==> src/rtl/mul_final_adder.sv <==
// Two-stage split carry-propagate adder resolving the multiplier tree's carry-save output into a 32-bit product word.
// Optional MUL_FULL_PRODUCT_EN adds out_prod carrying the full registered 64-bit product.
module mul_final_adder #(
   parameter int SPLIT = 33,
   parameter int XLEN  = 32
) (
   input  logic            clk,
   input  logic            resetn,
   input  logic            flush,
   input  logic            in_valid,
   output logic            in_ready,
   input  logic [65:0]     in_a,
   input  logic [65:0]     in_b,
   input  logic            in_cin,
   input  logic            in_high,
   output logic            out_valid,
   input  logic            out_ready,
`ifdef MUL_FULL_PRODUCT_EN
   output logic [2*XLEN-1:0] out_prod,
`endif
   output logic [XLEN-1:0] out_result
);

   localparam int HW = 66 - SPLIT;

   logic             s1_valid;
   logic             s2_valid;
   logic [SPLIT-1:0] lo_sum;
   logic             lo_c;
   logic [HW-1:0]    a_hi;
   logic [HW-1:0]    b_hi;
   logic             high;

   logic             s2_adv;
   logic             accept;
   logic [SPLIT:0]   lo_full;
   logic [HW-1:0]    hi_sum;
   logic [65:0]      p;
   logic [XLEN-1:0]  word;
   logic             unused_p_top;

   assign s2_adv   = s1_valid & (~s2_valid | out_ready);
   assign in_ready = resetn & (~s1_valid | s2_adv);
   assign accept   = in_valid & in_ready;

   assign lo_full = {1'b0, in_a[SPLIT-1:0]} + {1'b0, in_b[SPLIT-1:0]} + {{SPLIT{1'b0}}, in_cin};
   assign hi_sum  = a_hi + b_hi + {{(HW-1){1'b0}}, lo_c};
   assign p       = {hi_sum, lo_sum};
   assign word    = high ? p[2*XLEN-1:XLEN] : p[XLEN-1:0];
   // Bits above the 64-bit product are carry overflow and intentionally dropped.
   assign unused_p_top = ^p[65:2*XLEN];

   assign out_valid = s2_valid;

   always_ff @(posedge clk or negedge resetn) begin
      if (!resetn) begin
         s1_valid   <= 1'b0;
         s2_valid   <= 1'b0;
         lo_sum     <= '0;
         lo_c       <= 1'b0;
         a_hi       <= '0;
         b_hi       <= '0;
         high       <= 1'b0;
         out_result <= '0;
`ifdef MUL_FULL_PRODUCT_EN
         out_prod   <= '0;
`endif
      end else begin
         if (flush)
            s1_valid <= 1'b0;
         else if (accept)
            s1_valid <= 1'b1;
         else if (s2_adv)
            s1_valid <= 1'b0;

         if (flush)
            s2_valid <= 1'b0;
         else if (s2_adv)
            s2_valid <= 1'b1;
         else if (out_ready)
            s2_valid <= 1'b0;

         if (accept) begin
            lo_sum <= lo_full[SPLIT-1:0];
            lo_c   <= lo_full[SPLIT];
            a_hi   <= in_a[65:SPLIT];
            b_hi   <= in_b[65:SPLIT];
            high   <= in_high;
         end

         if (s2_adv) begin
            out_result <= word;
`ifdef MUL_FULL_PRODUCT_EN
            out_prod   <= p[2*XLEN-1:0];
`endif
         end
      end
   end

endmodule
==> config.mk <==
export PLATFORM = sky130hd
export DESIGN_NAME = mul_final_adder
export DESIGN_NICKNAME = d
export VERILOG_FILES = /design/src/rtl/mul_final_adder.sv
export SDC_FILE = /design/constraint.sdc
export NUM_CORES = 1
export LEC_CHECK = 0
export ABC_AREA = 1
export CAP_MARGIN = 20
export CORE_MARGIN = 2
export CORE_UTILIZATION = 50
export CTS_BUF_LIST = sky130_fd_sc_hd__clkbuf_4 sky130_fd_sc_hd__clkbuf_8
export CTS_CLUSTER_DIAMETER = 80
export DETAILED_ROUTE_END_ITERATION = 8
export PLACE_DENSITY = 0.77
export SYNTH_ARGS = -nofsm -noshare
export SYNTH_HDL_FRONTEND = slang
export SYNTH_SLANG_ARGS = --single-unit
==> constraint.sdc <==
create_clock -name clk -period 3 [get_ports clk]
set_clock_uncertainty 0.15 [all_clocks]
set_input_delay 0.45 -clock clk [delete_from_list [all_inputs] [get_ports clk]]
set_output_delay 0.45 -clock clk [all_outputs]
set_load 0.02 [all_outputs]
==> out/qor.yml, run 1 <==
place:
  dp_hpwl_mm: 21.12
  io_buffer_count: 168
  dp_slack_ns: -0.02766
  placed_cell_area_mm2: 0.01169
  gp_congestion: 0.8889
sta:
  worst_slack_ns: 0.3063
  fin_crit_sh_pct: 89.79
  drv_slew: 0
  setup_viol: 0
  layout_min_cycle_time_ns: 2.694
  slew_headroom_pct: 45.87
  grt_setup_unrepaired: "false"
  fin_worst_hold_slack_ns: -0.08707
  max_freq_ghz: 0.3712
  finalHoldViolations: 28
  tightestPinTransition_ns: 0.8119
routing:
  drc: 0
  drtPass1Iterations: 5
  routedWlPerCell_um: 13.92
  drt-initial-drc-count: 437
  vias: 9749
  ant_nets: 0
  via_per_inst: 4.961
  wirelength_mm: 27.35
critical_path:
  critical_path.max_fanout: 4
  crit_chain: "inv_1 > fa_1 > fa_1 > inv_1 > nand3_1 > nand3_1 > nand3_1 > nand3_1 > nand2_1 > nand3_1 > nand3_1 > nand2_1 > nand2_1"
  reg2reg_slack_ns: 0.31
  critPathRequiredTime_ns: 3.20
  cp-end-kind: "flip-flop"
  r2r_start: "lo_c$_DFFE_PN0P_"
  crit_path_frequent_cell: "nand3_1"
  slowest_delay_ns: 0.52
  cp_slowest_cell: "fa_1"
  ff2ff_path_depth: 13
  critPathArrivalTime_ns: 2.89
  rr_endpoint: "out_result[21]$_DFFE_PN0P_"
  start_kind: "flip-flop"
  worstSetupPathType: "flip-flop to flip-flop"
grt:
  grt_pass1_vias: 9342
  antenna_found_initial: 0
  grt_max_degree: 132
  grtUsageTotal_pct: 27.21
  overflow: 0
  grt_pass1_wl_mm: 44.30
floorplanning:
  core_mm2: 0.01927
  die_y_um: 143.5
  start_util_pct: 50.45
  dieWidth_um: 143.5
  rows: 51
  die-area_mm2: 0.02058
  pin_count: 173
synth:
  synth.distinct_cells: 35
  synth_nets: 1731
  yosysMostFrequentCell: "nand2_1"
  synth_edf_count: 0
  synth_common_cells: "nand2_1 (651), inv_1 (210), dfrtp_1 (131)"
  ys_ff_latch: 131
  async_flop_share_pct: 100.0
  syn-cell-area_mm2: 0.009723
  synth_ff_type: "dfrtp_1"
  synth_cells: 1527
  synthTopCellsByArea: "dfrtp_1 (34%), nand2_1 (25%), inv_1 (8.1%), ha_1 (7.8%), nor2_1 (4.5%)"
  yosysTopAreaCell: "dfrtp_1"
  yosysSeqAreaShare_pct: 33.72
  yosys_warnings: 0
  synth_top_area_share_pct: 33.72
  syn_avg_cell_area_um2: 6.367
clocking:
  cts_setup_buffers: 0
  cts.sinks: 131
  h-tree-depth: 4
  cts_buffer_depth: 2
  root_buffer: "clkbuf_8"
  clk_latency_ns: 0.46
  cts_tree: "yes"
  numCtsBuffers: 17
  cts_resized: 0
  clkSlewWorstSetupHoldPaths_ns: 0.08
  ctsHoldBuffers: 0
final_layout:
  layout-drive-gt1-share_pct: 4.176
  finalNetCount: 1891
  antenna_cells: 0
  utilization_pct: 62.88
  post-route-cell-area_mm2: 0.01212
  areaGrowthSynthToFinish_pct: 24.63
pwr:
  max-vdd-ir-drop_uv: 234.7
  p_leak_nw: 6.606
  power_mw: 6.465
  powerDensity_mw_per_mm2: 533.5
worst_hold_path:
  min_path_type: "primary input to asynchronous set/reset pin"
job:
  maxCapViolations: 0
run_status:
  run_status: "finished, violations left"
  violations: "negative hold slack"
-- layer usage --
metal | global-route usage (%) | up-vias | wire length, µm
met3 | 3.099 | 50 | 1091
met5 | 0 | - | 0
met4 | 11.15 | 0 | 854
met1 | 35.81 | 4405 | 12430
met2 | 45.69 | 239 | 12970
li1 | - | 5055 | -
-- area by class of cell --
cell class              instances  area, µm²
clock buffers                  17      234.0
inverters                     212      795.8
fillers                      1870       7153
flip-flops and latches        131       3278
clock inverters                15      196.4
repair buffers                175       1782
multi-input cells            1150       5500
well taps                     265      331.6
-- kinds of logic after synthesis --
kind of cell	after synthesis	synth area share [%]
and+or+nand+nor	903	37.34
DFF	131	33.72
AOI/OAI and AO/OA	163	8.815
buffers and inverters	246	9.741
adders and majority gates	65	8.673
xor gates and xnor gates	19	1.711
-- state kept, by name, summed over array words and instances (netlist names) --
signal and flops:
lo_sum 33, out_result 32, a_hi 31, b_hi 31, high 1, lo_c 1, out_valid 1, s1_valid 1
-- worst max path at each step --
stage / startpoint / endpoint / slack [ns] / cells past startpoint
2_1_floorplan: in_a[0] / lo_sum[20]$_DFFE_PN0P_ / 0.63 / 13
3_3_place_gp: in_a[0] / lo_sum[30]$_DFFE_PN0P_ / 0.02 / 14
3_5_place_dp: in_a[0] / lo_sum[32]$_DFFE_PN0P_ / -0.03 / 14
4_1_cts: lo_c$_DFFE_PN0P_ / out_result[29]$_DFFE_PN0P_ / 0.29 / 13
5_1_grt: lo_c$_DFFE_PN0P_ / out_result[21]$_DFFE_PN0P_ / 0.11 / 13
6_report: lo_c$_DFFE_PN0P_ / out_result[21]$_DFFE_PN0P_ / 0.31 / 13
-- metrics by stage --
stage / cells / hold WS [ns] / TNS, ns
3_3_place_gp: 1933 / 0.3144 / 0
4_1_cts: 1965 / 0.01967 / 0
3_5_place_dp: 1933 / 0.3172 / -0.05379
5_1_grt: 1965 / 0.04389 / 0
6_report: 1965 / -0.08707 / 0
2_1_floorplan: 1527 / 0.004409 / 0
-- power breakdown --
group | leakage [nW] | internal, mW | total (mW) | switching, mW
logic | 4.78 | 1.02 | 2.52 | 1.50
registers | 1.62 | 2.09 | 2.31 | 0.218
clock network | 0.208 | 0.847 | 1.63 | 0.783
-- layout by cell type, fill, tap and decap left out, types with 5 or more instances in the layout --
cell	netlist	final
ha_1	61	61
clkdlybuf4s50_1	0	167
inv_1	210	209
inv_6	0	5
nand2_2	17	18
nand3_1	84	84
dfrtp_1	131	131
o21ai_0	56	56
o21ai_1	8	8
nor2_1	117	117
xor2_1	7	7
o21bai_1	7	7
clkbuf_8	0	17
nand4_1	8	8
a21oi_1	81	81
nor3_1	10	10
xnor2_1	12	12
nand2_1	651	650
-- worst max-delay path: cells and delay by family (launching register included) --
family / cells / cell delay, ns
fa+ha+maj: 2 / 0.94
flops: 1 / 0.33
simple gates: 9 / 0.95
buf+inv: 2 / 0.22
No activity file was read; power rests on OpenSTA's default activity.
==> run 2: changes to the inputs <==
Settings changed: ABC_AREA 1 to not set, CORE_MARGIN 2 to not set, PLACE_DENSITY 0.77 to 0.79.
==> run 2 against run 1 <==
The flow finishes with violations (negative setup slack); maximum frequency fell by 11%; sequential power increased by 4%; via count decreased by 25%; register-to-register slack got worse by 0.33 ns; utilization grew 5.2 points; hold slack better by 0.42 ns; flip-flop and latch count unchanged; wire length is 23% lower; non-clock buffer count up 55; sequential share of layout area up 2.0 points; worst setup slack lost 0.33 ns; die area fell by 15%; critical path type unchanged; largest power group unchanged.
==> out/qor.yml, run 2 <==
pwr:
  power_mw: 6.973
  p_leak_nw: 5.084
  max-vdd-ir-drop_uv: 285.4
  powerDensity_mw_per_mm2: 617.8
synth:
  ys_ff_latch: 131
  synth.distinct_cells: 70
  synth_common_cells: "dfrtp_1 (131), nand2_1 (102), a21oi_1 (84)"
  yosys_warnings: 0
  yosysMostFrequentCell: "dfrtp_1"
  yosysSeqAreaShare_pct: 38.59
  synth_cells: 891
  synthTopCellsByArea: "dfrtp_1 (39%), ha_1 (9.0%), mux2_2 (8.4%), a21oi_1 (4.9%), nand2_1 (4.5%)"
  syn-cell-area_mm2: 0.008496
  yosysTopAreaCell: "dfrtp_1"
  synth_top_family_by_area: "compound AO/OA/AOI/OAI gates"
  synth.mux.area_fraction_pct: 9.882
  synth_top_area_share_pct: 38.59
  synthXorXnorAreaFrac_pct: 5.361
  synth_compound_area_share_pct: 21.02
  async_flop_share_pct: 100.0
  synth_ff_type: "dfrtp_1"
  synth_edf_count: 0
  synth_fa_ha_area_share_pct: 9.926
  synth-simple-area-share_pct: 12.05
  synth_nets: 1095
  syn_avg_cell_area_um2: 9.535
clocking:
  cts_buffer_depth: 2
  cts.sinks: 131
  h-tree-depth: 4
  clkSlewWorstSetupHoldPaths_ns: 0.09
  cts_tree: "yes"
  clk_latency_ns: 0.45
  numCtsBuffers: 17
  root_buffer: "clkbuf_8"
worst_hold_path:
  hold_start: "out_result[17]$_DFFE_PN0P_"
  holdPathStages: 2
  min_path_type: "flip-flop to flip-flop"
  hold_path_end: "out_result[17]$_DFFE_PN0P_"
floorplanning:
  die_y_um: 132.4
  die-area_mm2: 0.01752
  core_mm2: 0.01658
  pin_count: 173
  rows: 47
  start_util_pct: 51.23
  dieWidth_um: 132.4
final_layout:
  areaGrowthSynthToFinish_pct: 32.87
  final_cells: 1334
  final_common_cell: "clkdlybuf4s50_1"
  layout-drive-gt1-share_pct: 17.86
  largest_reg_flops: 33
  final_cell_mix: "clkdlybuf4s50_1 (167), dfrtp_1 (131), nand2_1 (102)"
  top_regs: "lo_sum: 33 flops, out_result: 32 flops"
  largest_register: "lo_sum"
  num-fill-cells: 1352
  antenna_cells: 0
  finalNetCount: 1305
critical_path:
  worstSetupPathType: "flip-flop to flip-flop"
  cp-end-kind: "flip-flop"
  critical_path.max_fanout: 3
  r2r_start: "b_hi[0]$_DFFE_PN0P_"
  crit_chain: "inv_2 > fa_2 > fa_2 > nand2b_4 > a21oi_2 > buf_4 > o211ai_1 > a31o_1 > o211ai_2 > nand2_1 > o211a_1 > o211a_1 > o21ai_1"
  critPathArrivalTime_ns: 3.24
  critPathRequiredTime_ns: 3.22
  worst-path-buf-inv: 2
  reg2reg_slack_ns: -0.02
  cp_top_family: "compound AO/OA/AOI/OAI gates"
  rr_endpoint: "out_result[31]$_DFFE_PN0P_"
  cp_slowest_cell: "fa_2"
  ff2ff_path_depth: 13
  slowest_delay_ns: 0.41
  start_kind: "flip-flop"
routing:
  vias: 7322
  drt-met1-wl_mm: 10.02
  drc: 0
  wl_met2_mm: 9.798
  topRoutingLayerUsed: "met4"
  routedWlPerCell_um: 15.81
  ant_nets: 0
  drt-initial-drc-count: 451
  wirelength_mm: 21.09
  via_per_inst: 5.489
  met3_wirelength_um: 911
  drtPass1Iterations: 7
place:
  gp_congestion: 0.8694
  dp_cells: 1296
  dp_hpwl_mm: 16.17
  io_buffer_count: 168
sta:
  setup_viol: 1
  fin_crit_sh_pct: 100.8
  grt_setup_unrepaired: "true"
  tightestPinTransition_ns: 0.6741
  max_freq_ghz: 0.3307
  slew_headroom_pct: 55.01
  layout_min_cycle_time_ns: 3.024
  drv_slew: 0
  finalSetupTns_ns: -0.02391
  finalHoldViolations: 0
  worst_slack_ns: -0.02391
grt:
  antenna_found_initial: 0
  grt_max_degree: 81
  overflow: 0
  grtUsageTotal_pct: 24.42
  grt_pass1_vias: 7230
  grt_pass1_wl_mm: 34.66
run_status:
  violations: "negative setup slack"
  run_status: "finished, violations left"
job:
  maxCapViolations: 0
==> run 2: cell families after synthesis <==
| logic type | after synthesis |
|---|---|
| mux | 76 |
| fa+ha+maj | 65 |
| simple gates | 226 |
| flops | 131 |
| xor+xnor | 52 |
| compound gates | 279 |
| buf+inv | 62 |
==> run 2: stage by stage <==
stage / hold slack, ns / util [%] / worst slack [ns] / area, µm²
after floorplan: 0.004409 / - / 0.005240 / 8496
after global placement: 0.3145 / 64.74 / -0.3748 / 10740
after detailed placement: 0.3206 / 64.74 / -0.4344 / 10740
after CTS: 0.3403 / 67.41 / -0.04670 / 11180
after global routing: 0.3567 / 68.07 / -0.1741 / 11290
final: 0.3344 / 68.07 / -0.02391 / 11290
==> run 2: timing repair <==
| action | CTS | global route |
|---|---|---|
| resized for setup | 7 | 16 |
| cloned | 0 | 0 |
| hold endpoints to repair | 51 | 0 |
| hold buffers | 1 | 0 |
| buffers inserted | 3 | 3 |
| endpoints found under the setup margin | 9 | 19 |
| pin swaps | 15 | 11 |
==> run 2: where the power goes <==
part | internal [mW] | switching (mW)
Clock | 0.701 | 0.771
Combinational | 1.48 | 1.63
Sequential | 2.15 | 0.249
==> run 2: per-layer routing <==
layer  track usage [%]  up-vias
met5                 0        -
met4             9.195        0
met3             2.576       27
met2             39.65      217
met1             33.70     3447
li1                  -     3631
==> run 2: worst min-delay path, delay by kind of cell (launching register included) <==
family	cells	cell delay, ns
AOI/OAI and AO/OA	1	0.06
and+or+nand+nor	1	0.04
DFF	1	0.35
==> run 2: worst max path at each step <==
stage / start / endpoint / depth (start not counted)
CTS: b_hi[0]$_DFFE_PN0P_ / out_result[29]$_DFFE_PN0P_ / 12
finish: b_hi[0]$_DFFE_PN0P_ / out_result[31]$_DFFE_PN0P_ / 13
floorplan: lo_c$_DFFE_PN0P_ / out_result[29]$_DFFE_PN0P_ / 12
detailed placement: in_a[0] / lo_sum[30]$_DFFE_PN0P_ / 13
global placement: in_a[0] / lo_sum[28]$_DFFE_PN0P_ / 13
global route: b_hi[0]$_DFFE_PN0P_ / out_result[31]$_DFFE_PN0P_ / 13
==> run 2: layout make-up <==
class | count | area [µm²] | area share (%)
Clock buffer | 18 | 247.7 | 2.195
Clock inverter | 14 | 137.6 | 1.219
Inverter | 23 | 86.33 | 0.7648
Multi-Input combinational cell | 698 | 5051 | 44.75
Sequential cell | 131 | 3278 | 29.04
Tap cell | 220 | 275.3 | 2.438
Timing Repair Buffer | 230 | 2212 | 19.60
